`src/rtl/rs232_rx_fifo.sv`:
```
// RS-232 receiver: 2-flop line synchroniser, selectable baud and parity, and a show-ahead receive FIFO.
// Framing, parity and overrun errors are sticky until clr_err.
module rs232_rx_fifo #(
    parameter int ClockFreq   = 50000000,
    parameter int BaudFast    = 115200,
    parameter int BaudSlow    = 19200,
    parameter int DataBits    = 8,
    parameter int BufNumSlots = 63
) (
    input  logic                         clk,
    input  logic                         rst_n,
    input  logic                         fsel,
    input  logic [1:0]                   par_mode,
    input  logic                         rxd,
    input  logic                         rd,
    input  logic                         clr_err,
    output logic [7:0]                   data_out,
    output logic                         empty,
    output logic                         full,
    output logic [$clog2(BufNumSlots):0] count,
    output logic                         err_frame,
    output logic                         err_parity,
    output logic                         err_overrun
);
    localparam int TFast = ClockFreq / BaudFast;
    localparam int TSlow = ClockFreq / BaudSlow;
    localparam int TMax  = (TFast > TSlow) ? TFast : TSlow;
    localparam int TimW  = $clog2(TMax + 1);
    localparam int CntW  = $clog2(BufNumSlots) + 1;
    localparam int PtrW  = (BufNumSlots > 1) ? $clog2(BufNumSlots) : 1;
    localparam logic [PtrW-1:0] LastPtr = PtrW'(BufNumSlots - 1);

    typedef enum logic [2:0] {S_IDLE, S_START, S_DATA, S_PARITY, S_STOP, S_BREAK} state_e;

    state_e              state_q;
    logic                rxd_s1_q, rxd_s2_q, rxd_s3_q;
    logic [TimW-1:0]     tim_q, period_q;
    logic [3:0]          bit_q;
    logic [DataBits-1:0] shift_q;
    logic [1:0]          par_q;
    logic                bad_par_q;
    logic                wr_q;
    logic [7:0]          wr_data_q;
    logic                err_frame_q, err_parity_q, err_overrun_q;
    logic                tick;

    // tim_q counts down the cycles to the next sample point; tick marks that sample edge.
    assign tick = (tim_q <= TimW'(1));

    always_ff @(posedge clk) begin
        if (!rst_n) begin
            rxd_s1_q     <= 1'b1;
            rxd_s2_q     <= 1'b1;
            rxd_s3_q     <= 1'b1;
            state_q      <= S_IDLE;
            tim_q        <= '0;
            period_q     <= '0;
            bit_q        <= '0;
            shift_q      <= '0;
            par_q        <= '0;
            bad_par_q    <= 1'b0;
            wr_q         <= 1'b0;
            wr_data_q    <= '0;
            err_frame_q  <= 1'b0;
            err_parity_q <= 1'b0;
        end else begin
            rxd_s1_q <= rxd;
            rxd_s2_q <= rxd_s1_q;
            rxd_s3_q <= rxd_s2_q;
            wr_q     <= 1'b0;
            // NOTE: later non-blocking assignments win, so a flag set in the case below overrides this clear.
            if (clr_err) begin
                err_frame_q  <= 1'b0;
                err_parity_q <= 1'b0;
            end
            if (state_q inside {S_START, S_DATA, S_PARITY, S_STOP})
                tim_q <= tick ? period_q : tim_q - TimW'(1);

            case (state_q)
                S_IDLE: begin
                    if (rxd_s3_q && !rxd_s2_q) begin
                        state_q  <= S_START;
                        period_q <= fsel ? TimW'(TFast) : TimW'(TSlow);
                        tim_q    <= fsel ? TimW'(TFast / 2) : TimW'(TSlow / 2);
                        par_q    <= par_mode;
                    end
                end
                S_START: begin
                    if (tick) begin
                        bit_q     <= '0;
                        bad_par_q <= 1'b0;
                        state_q   <= rxd_s2_q ? S_IDLE : S_DATA;
                    end
                end
                S_DATA: begin
                    if (tick) begin
                        shift_q <= {rxd_s2_q, shift_q[DataBits-1:1]};
                        if (bit_q == 4'(DataBits - 1))
                            state_q <= (^par_q) ? S_PARITY : S_STOP;
                        else
                            bit_q <= bit_q + 4'd1;
                    end
                end
                S_PARITY: begin
                    if (tick) begin
                        // par_q[1] is set only for odd parity, which expects an odd total of ones.
                        if (^{shift_q, rxd_s2_q, par_q[1]}) begin
                            bad_par_q    <= 1'b1;
                            err_parity_q <= 1'b1;
                        end
                        state_q <= S_STOP;
                    end
                end
                S_STOP: begin
                    if (tick) begin
                        if (rxd_s2_q) begin
                            state_q   <= S_IDLE;
                            wr_q      <= !bad_par_q;
                            wr_data_q <= 8'(shift_q);
                        end else begin
                            err_frame_q <= 1'b1;
                            state_q     <= S_BREAK;
                        end
                    end
                end
                S_BREAK: begin
                    if (rxd_s2_q) state_q <= S_IDLE;
                end
                default: state_q <= S_IDLE;
            endcase
        end
    end

    logic [7:0]      mem [BufNumSlots];
    logic [PtrW-1:0] wr_ptr_q, rd_ptr_q, wr_ptr_d, rd_ptr_d;
    logic [CntW-1:0] count_q, count_d;
    logic            do_wr, do_rd;

    assign full  = (count_q == CntW'(BufNumSlots));
    assign empty = (count_q == '0);
    assign do_rd = rd && !empty;
    // A pop on the same edge frees the slot, so a write into a full FIFO is legal then.
    assign do_wr = wr_q && (!full || rd);

    always_comb begin
        count_d  = count_q + CntW'(do_wr) - CntW'(do_rd);
        wr_ptr_d = wr_ptr_q;
        rd_ptr_d = rd_ptr_q;
        if (do_wr) wr_ptr_d = (wr_ptr_q == LastPtr) ? '0 : wr_ptr_q + PtrW'(1);
        if (do_rd) rd_ptr_d = (rd_ptr_q == LastPtr) ? '0 : rd_ptr_q + PtrW'(1);
    end

    always_ff @(posedge clk) begin
        if (!rst_n) begin
            wr_ptr_q      <= '0;
            rd_ptr_q      <= '0;
            count_q       <= '0;
            err_overrun_q <= 1'b0;
        end else begin
            wr_ptr_q <= wr_ptr_d;
            rd_ptr_q <= rd_ptr_d;
            count_q  <= count_d;
            if (clr_err) err_overrun_q <= 1'b0;
            if (wr_q && full && !rd) err_overrun_q <= 1'b1;
        end
    end

    // NOTE: storage is deliberately not reset; gating with empty keeps data_out at 0 until a byte lands.
    always_ff @(posedge clk) begin
        if (do_wr) mem[wr_ptr_q] <= wr_data_q;
    end

    assign data_out    = empty ? 8'h00 : mem[rd_ptr_q];
    assign count       = count_q;
    assign err_frame   = err_frame_q;
    assign err_parity  = err_parity_q;
    assign err_overrun = err_overrun_q;
endmodule

```
`config.mk`:
```
export PLATFORM = sky130hd
export DESIGN_NAME = rs232_rx_fifo
export DESIGN_NICKNAME = d
export VERILOG_FILES = /design/src/rtl/rs232_rx_fifo.sv
export SDC_FILE = /design/constraint.sdc
export NUM_CORES = 1
export LEC_CHECK = 0
export BUFFER_PORTS_ARGS = -buffer_cell sky130_fd_sc_hd__buf_4
export CAP_MARGIN = 5
export CORE_AREA = 2 2 245 247
export DETAILED_ROUTE_END_ITERATION = 6
export DIE_AREA = 0 0 247 249
export PLACE_DENSITY = 0.53
export SLEW_MARGIN = 20
export SYNTH_ARGS = -nofsm -noshare
export SYNTH_HDL_FRONTEND = slang
export SYNTH_SLANG_ARGS = --single-unit
```
`constraint.sdc`:
```
create_clock -name clk -period 6.4 [get_ports clk]
set_clock_uncertainty 0.2 [all_clocks]
set_input_delay 0.64 -clock clk [delete_from_list [all_inputs] [get_ports clk]]
set_output_delay 0.64 -clock clk [all_outputs]
set_load 0.1 [all_outputs]
```
### Word-level counts from Yosys, hierarchy flattened

Memory sizes are Yosys's and may differ from the RTL's. A register that Yosys moved wholly into a read port is not among the register bits.
Cells that the tools add are included.

| word-level totals | value |
|---|---|
| flip-flop bits (word level) | 76 |
| memory bits (writable) | 504 |
| input bits | 8 |
| output and inout bits | 20 |
| logic and storage cells | 112 |
| memories kept | 1 |

Memories:

| memory | depth | bits a word | rd ports | clocked after memory_dff | write ports | RTL line | RTL |
|---|---|---|---|---|---|---|---|
| mem | 63 | 8 | 1 | 1 | 1 | 134 | `logic [7:0] mem [BufNumSlots];` |

| operators by class | value |
|---|---|
| add/subtract/negate cells | 6 |
| order comparisons | 1 |
| equal/unequal tests | 18 |
| muxes and demuxes | 42 |
| reductions and logical operators | 26 |

Operators by type and width:

| operator | count |
|---|---|
| $mux 12 | 5 |
| $mux 3 | 9 |
| $mux 6 | 4 |
| $pmux 3 s6 | 1 |
| $mux 1 | 15 |
| $ne 2x2->1 const B | 7 |
| $add 6x1->6 const B | 2 |
| $eq 6x6->1 const B | 2 |
| $le 12x1->1 const B | 1 |
| $mux 4 | 3 |
| $reduce_and 4->1 | 3 |
| $sub 12x1->12 const B | 1 |
| $mux 11 | 1 |
| $reduce_xor 10->1 | 1 |
| $mux 8 | 1 |
| $pmux 4 s2 | 1 |
| $add 7x1->7 | 1 |
| $eq 7x6->1 const B | 1 |
| $logic_not 7->1 | 1 |
| $reduce_and 7->1 | 1 |
| $sub 7x1->7 | 1 |
| $eq 3x2->1 const B | 2 |
| $eq 3x3->1 const B | 2 |
| $reduce_bool 2->1 | 3 |
| other kinds (14) | 24 |

### Logic depth before layout (Yosys ltp)

Gate-level depths: netlist of the first run.

| logic depth | value |
|---|---|
| depth in word-level cells | 6 |
| mapped depth | 17 |
| mapped depth without buffers | 17 |

### Worst setup path after synthesis of the first run

OpenSTA, ideal clock, no wires.

| timing | value |
|---|---|
| path kind | reg2out |
| start | register count_q[2] (netlist: count[2]) |
| end | output port data_out[1] |
| data arrival time | 5284 ps |
| slack | 276 ps |
| cell stages (with the launch flop) | 7 |
| path buffers | 0 |
| path through | dfxtp_1 > inv_1 > ha_1 > nor4b_1 > nand2_1 > nand3_1 > o311ai_0 |

| between the ends | value |
|---|---|
| longest elaborated chain between the ends | 2 |

RTL lines:

| item | RTL line | RTL |
|---|---|---|
| start, declared | 136 | `logic [CntW-1:0] count_q, count_d;` |
| start signal, assigned | 162 | `count_q <= count_d;` |
| $logic_not 7->1 | 140 | `assign empty = (count_q == '0);` |
| $mux 8 | 173 | `assign data_out = empty ? 8'h00 : mem[rd_ptr_q];` |
| end, declared | 17 | `output logic [7:0] data_out,` |

Every way passes these cells.

==> results of run 1 <==
critical path: stages, from the launching register on:
cell,delay (ps)
dfxtp_4,880
buf_12,370
mux4_1,580
mux2_2,280
o311ai_1,490
o21ai_1,260
buf_4,300
flip-flops by register name (all words and copies together) (netlist names), named ones only:
signal,count
bad_par_q,1
bit_q,4
count,7
err_frame,1
err_overrun,1
err_parity,1
mem,504
par_q,2
period_q,3
rd_ptr_q,6
rxd_s1_q,1
rxd_s2_q,1
rxd_s3_q,1
shift_q,8
state_q,3
tim_q,12
wr_data_q,8
wr_ptr_q,6
wr_q,1
layout by cell type, fill, tap and decap left out, drive strengths merged, types with 23 or more instances in the layout:
master and n:
dfxtp 73, a21oi 44, nand2 85, nor2 108
nor2b 29, o21ai 39, edfxtp 504, clkinv 24
mux2i 53, buf 41, nand3 27, clkbuf 72
inv 23, mux4 113
routing by layer:
layer	share of wire, %	global-route usage (%)
met5	0	0
met1	45	26.4
met2	47	28.4
met4	2.1	4.37
met3	5.1	2.91
worst paths after layout:
| path | to | start | cells past startpoint |
|---|---|---|---|
| worst max register to register | count[6]$_SDFF_PN0_ | count[3]$_SDFF_PN0_ | 17 |
| worst min-delay path | par_q[1]$_SDFFE_PN0P_ | par_mode[1] | 3 |
| worst max-delay path | data_out[3] | flip-flop | 6 |
| worst min register to register | rxd_s2_q$_SDFF_PN1_ | rxd_s1_q$_SDFF_PN1_ | 1 |
area by class of cell:
class / instances / area [sq um]
inverter: 22 / 82.6
clock inverter: 31 / 241
tap: 773 / 967
sequential: 577 / 16600
multi-input combinational: 706 / 6220
timing repair buffer: 42 / 355
fill: 5073 / 32700
clock buffer: 72 / 1500
where the power goes:
group          switching, W  internal [W]
Sequential         0.000159       0.00408
Clock               0.00142       0.00174
Combinational       0.00110      0.000655
kinds of logic after synthesis:
family	after synthesis	share of synthesized area [%]
AO/OA/AOI/OAI	163	4.42
XOR/XNOR	24	0.901
adder cells (fa/ha/maj)	19	1.05
buffers and inverters	93	2.21
flip-flops	577	71.1
multiplexers	168	13.4
AND/OR/NAND/NOR	332	6.89
per-stage QoR:
step | cells | cell area (sq um) | total power (W)
floorplan | 1376 | 23300 | 0.00568
global placement | 2119 | 24200 | 0.00609
detailed placement | 2119 | 24200 | 0.00610
CTS | 2223 | 26000 | 0.00926
global route | 2223 | 26000 | 0.00954
finish | 2223 | 26000 | 0.00916
cells in the mapped netlist, types with 7 or more instances:
cell      number  share of area (%)
and2_1        12               0.32
nor2b_1       29               0.78
a22oi_1       14               0.45
nand3_1       26               0.56
a21oi_1       44               0.94
o21ai_0       33               0.71
nor3_1        16               0.34
inv_1         21               0.34
a211oi_1      15               0.48
or3_1          7               0.19
nor2_1       107                1.7
xnor2_1       14               0.53
o22ai_1        7               0.19
mux4_1         7               0.79
ha_1          18               0.97
xor2_1        10               0.38
nand2_1       85                1.4
edfxtp_1     504                 65
nand2b_1       9               0.24
buf_6          8               0.39
a21boi_0      15               0.48
nand4_1       10               0.27
mux2i_1       53                2.3
mux4_2       106                 10
dfxtp_1       73                6.3
clkbuf_1      24               0.39
buf_4         16               0.51
buf_2         15               0.32
==> metrics.md, run 1 <==
| Metric | Value |
|---|---|
| #FFs+latches synth | `577` |
| Syn Area/Cell | `17.0 sq um` |
| DRC | `0` |
| Unrepaired setup endpoints after global routing | `no` |
| Tmin final | `4750 ps` |
| Synth-to-layout area growth | `11.4%` |
| Clock Tree Root | `clkbuf_16` |
| Worst-Skew Late Latency | `630 ps` |
| Die width | `247 um` |
| Clock transition at path regs | `60 ps` |
| GRT Util Overall | `18.1%` |
| Initial antenna violation count | `0` |
| Hold WC Path Type | `in2reg` |
| Min Hold Slack | `94.8 ps` |
| Peak supply drop | `0.240 mV` |
| Setup Buffers After CTS | `0` |
| Post-route ant nets | `0` |
| IO Pins | `28` |
| Setup WS post-layout | `1650 ps` |
| Endpoint type of the worst setup path | `output port` |
| Primary FF master, synth | `edfxtp_1` |
| Vias | `12200` |
| Wire per inst | `24.4 um` |
| Critical path class | `reg2out` |
| Total die area | `0.0615 sq mm` |
| Pins Over Slew Limit | `0` |
| CTS Buffer Depth | `3` |
| Post_cts resized | `0` |
| Num CTS Buffers | `58` |
| Cts hold-fix bufs | `1` |
| Final Hold Viols | `0` |
| GRT overflow | `0` |
| Max FO, Critical Path | `49` |
| R2r setup slk | `2630 ps` |
| Period utilisation layout | `74.2%` |
| Post-layout util | `44.3%` |
| # clock sinks | `577` |
| Die height | `249 um` |
| Yosys warns | `0` |
| Row cnt | `89` |
| Port buffer count | `27` |
| First-pass GRT wire length | `82.9 mm` |
| GP Congestion | `0.803` |
| Peak Freq | `211 MHz` |
| Leakage | `8.22 nW` |
| Antenna cell count | `0` |
| TritonRoute pass-1 iters | `5` |
| Drt total wl | `54.2 mm` |
| Place WS | `2250 ps` |
| Status | `completed` |
| Syn Inst Count | `1376` |
| Vias in the first global route | `12400` |
| Synthesized Nets | `1403` |
| Initial Util | `39.8%` |
| Drt via density | `5.50` |
| DRT iter0 DRCs | `1077` |
| Share of post-route cells with drive strength above 1 | `17.2%` |
| Setup tns final | `0 ps` |
| CTS tree | `done` |
| H-tree levels | `2` |
| Ys async rst share | `0%` |
| Power Dens Cells | `352 mW/mm^2` |
| Startpoint types | `flip-flop` |
| Largest net degree at the start of global routing | `67` |
| Unique cell type count in the Yosys netlist | `68` |
| Synthesized area | `0.0233 sq mm` |
| Setup violations, final | `0` |
| Data arrival time of the critical path | `3910 ps` |
| Nets@finish | `1434` |
| Sequential area share after synthesis | `71.1%` |
| Maximum capacitance violations | `0` |
| Slew margin rel. | `30.1%` |
| Post-synth EDFFs | `504` |
| Final HPWL DP | `33.6 mm` |
| Area of the core | `0.0587 sq mm` |
| Slew @ Worst Pin | `1040 ps` |
| Critical path required time | `5560 ps` |
Power figures use the tool's default switching activity.
==> run 2, diff against run 1 <==
Clock period 6.4 ns to 4.4 ns, I/O delays scaled along.
==> metrics.md, run 2 (same netlist as run 1, synthesis figures left out) <==
| Metric | Value |
|---|---|
| Met2 capacity usage during global routing | `28.4% (+0.056 points)` |
| CTS Buffer Depth | `3 (unchanged)` |
| Leakage | `8.56 nW (+4.2%)` |
| Initial antenna violation count | `0 (unchanged)` |
| H-tree levels | `2 (unchanged)` |
| Peak supply drop | `0.487 mV (+100%)` |
| Max FFs per register | `504 (unchanged)` |
| CTS tree | `done` |
| Largest net degree at the start of global routing | `65 (-3.0%)` |
| Crit path to | `data_out[6]` |
| Commonest non-fill, non-tap cell in the layout | `edfxtp_1` |
| Nets@finish | `1483 (+3.4%)` |
| Vias | `12400 (+1.1%)` |
| R2R depth | `17 (unchanged)` |
| DRT iter0 DRCs | `938 (-13%)` |
| Final Hold Viols | `0 (unchanged)` |
| Post-route ant nets | `0 (unchanged)` |
| Final HPWL DP | `34.2 mm (+1.5%)` |
| Hold WC Path Type | `in2reg` |
| Setup tns final | `0 ps (unchanged)` |
| Met1 usage | `25.4% (-0.99 points)` |
| Most flops, register | `mem` |
| Die width | `247 um (unchanged)` |
| Largest registers | `mem x504, tim_q x12` |
| Multi-input gate area | `0.00623 sq mm (+0.12%)` |
| Worst-Skew Late Latency | `610 ps (-20 ps)` |
| Vias in the first global route | `12400 (-0.032%)` |
| Port buffer count | `27 (unchanged)` |
| GRT overflow | `0 (unchanged)` |
| Peak Freq | `243 MHz` |
| Row cnt | `89 (unchanged)` |
| Drt via density | `5.44 (-1.2%)` |
| TritonRoute pass-1 iters | `4 (-1)` |
| Clock Tree Root | `clkbuf_16` |
| Wire per inst | `23.9 um (-2.2%)` |
| DRC | `0 (unchanged)` |
| Max FO, Critical Path | `39 (-20%)` |
| Pins Over Slew Limit | `0 (unchanged)` |
| Endpoint type of the worst setup path | `output port` |
| Synth-to-layout area growth | `13.9%` |
| Slew margin rel. | `33.9% (+3.8 points)` |
| Period utilisation layout | `93.3%` |
| GP Congestion | `0.809 (+0.77%)` |
| Setup violations, final | `0 (unchanged)` |
| Data arrival time of the critical path | `3470 ps (-440 ps)` |
| Area of the core | `0.0587 sq mm (unchanged)` |
| Clock transition at path regs | `60 ps (about the same)` |
| GRT Util Overall | `17.9% (-0.14 points)` |
| Startpoint types | `flip-flop` |
| Power Dens Cells | `516 mW/mm^2 (+47%)` |
| Fill count | `5030 (-0.85%)` |
| Most frequent cells in the layout | `edfxtp_1 (504), nor2_1 (107), mux4_2 (106), nand2_1 (85), buf_4 (78)` |
| Antenna cell count | `0 (unchanged)` |
| Status | `completed` |
| Num CTS Buffers | `60 (+3.4%)` |
| Die height | `249 um (unchanged)` |
| Initial Util | `39.8% (unchanged)` |
| Critical path class | `reg2out` |
| Reg-to-reg critical path startpoint | `count[2]$_SDFF_PN0_` |
| GR Util met3 | `3.01% (+0.097 points)` |
| Critical path required time | `3760 ps (-1800 ps)` |
| # clock sinks | `577 (unchanged)` |
| R2r setup slk | `920 ps (-1710 ps)` |
| Total die area | `0.0615 sq mm (unchanged)` |
| Share of post-route cells with drive strength above 1 | `20.5% (+3.3 points)` |
| Slew @ Worst Pin | `988 ps (-56.2 ps)` |
| Worst reg2reg endpoint | `count[6]$_SDFF_PN0_` |
| Drt total wl | `54.3 mm (+0.11%)` |
| Hold path startpoint | `rst_n` |
| IO Pins | `28 (unchanged)` |
| Maximum capacitance violations | `0 (unchanged)` |
| Placed cell area | `0.0246 sq mm (+1.5%)` |
| Global routing's busiest layer | `met2` |
| First-pass GRT wire length | `81.4 mm (-1.8%)` |
| Unrepaired setup endpoints after global routing | `no` |
| Tmin final | `4110 ps` |
| Reg area | `0.0166 sq mm (unchanged)` |
| Fin area | `0.0266 sq mm (+2.2%)` |
-- run 2: repair_timing --
| item | CTS | global route |
|---|---|---|
| gates resized for setup | 0 | 0 |
| endpoints found under the hold margin | 9 | 0 |
| hold buffers | 5 | 0 |
| setup buffers | 0 | 0 |
-- run 2: worst min-delay path by stage --
stage                                to  slack (ps)  cells past startpoint
floorplan           rxd_s2_q$_SDFF_PN1_         190                      1
finish              rxd_s1_q$_SDFF_PN1_          40                      2
CTS                 rxd_s1_q$_SDFF_PN1_          20                      2
global route        rxd_s2_q$_SDFF_PN1_          70                      2
detailed placement  rxd_s2_q$_SDFF_PN1_         200                      1
global placement    rxd_s2_q$_SDFF_PN1_         200                      1
-- run 2: area by class of cell --
type,count,area share (%)
well taps,773,3.64
flip-flops and latches,577,62.5
clock buffers,66,5.82
inverters,22,0.311
repair buffers,89,2.84
multi-input cells,706,23.4
clock inverters,43,1.41
-- run 2: power by group --
group,internal (W),switching [W]
combinational,0.00100,0.00162
sequential,0.00594,0.000197
clock,0.00287,0.00210
total,0.00980,0.00391
-- run 2: stage by stage --
stage | total power [W] | util, % | instances | hold slack [ps] | worst slack [ps]
after floorplan | 0.00827 | - | 1376 | 186 | 153
after global placement | 0.00889 | 41.9 | 2162 | 196 | 893
after detailed placement | 0.00890 | 41.9 | 2162 | 197 | 862
after CTS | 0.0139 | 45.3 | 2276 | 20.6 | 184
after global routing | 0.0143 | 45.3 | 2276 | 66.6 | 130
final | 0.0137 | 45.3 | 2276 | 40.4 | 293
-- run 2: routing by layer --
| metal | part of all wire, % | routed length [um] |
|---|---|---|
| met4 | 2.4 | 1290 |
| met2 | 48 | 25900 |
| met3 | 5.3 | 2870 |
| met1 | 45 | 24200 |
| met5 | 0 | 0 |
-- run 2: worst max-delay path, stage by stage (launching register included) --
cell      delay (ps)
dfxtp_4          890
buf_4            330
mux4_1           570
mux2i_1          310
a211oi_1         190
a32o_1           280
buf_4            240
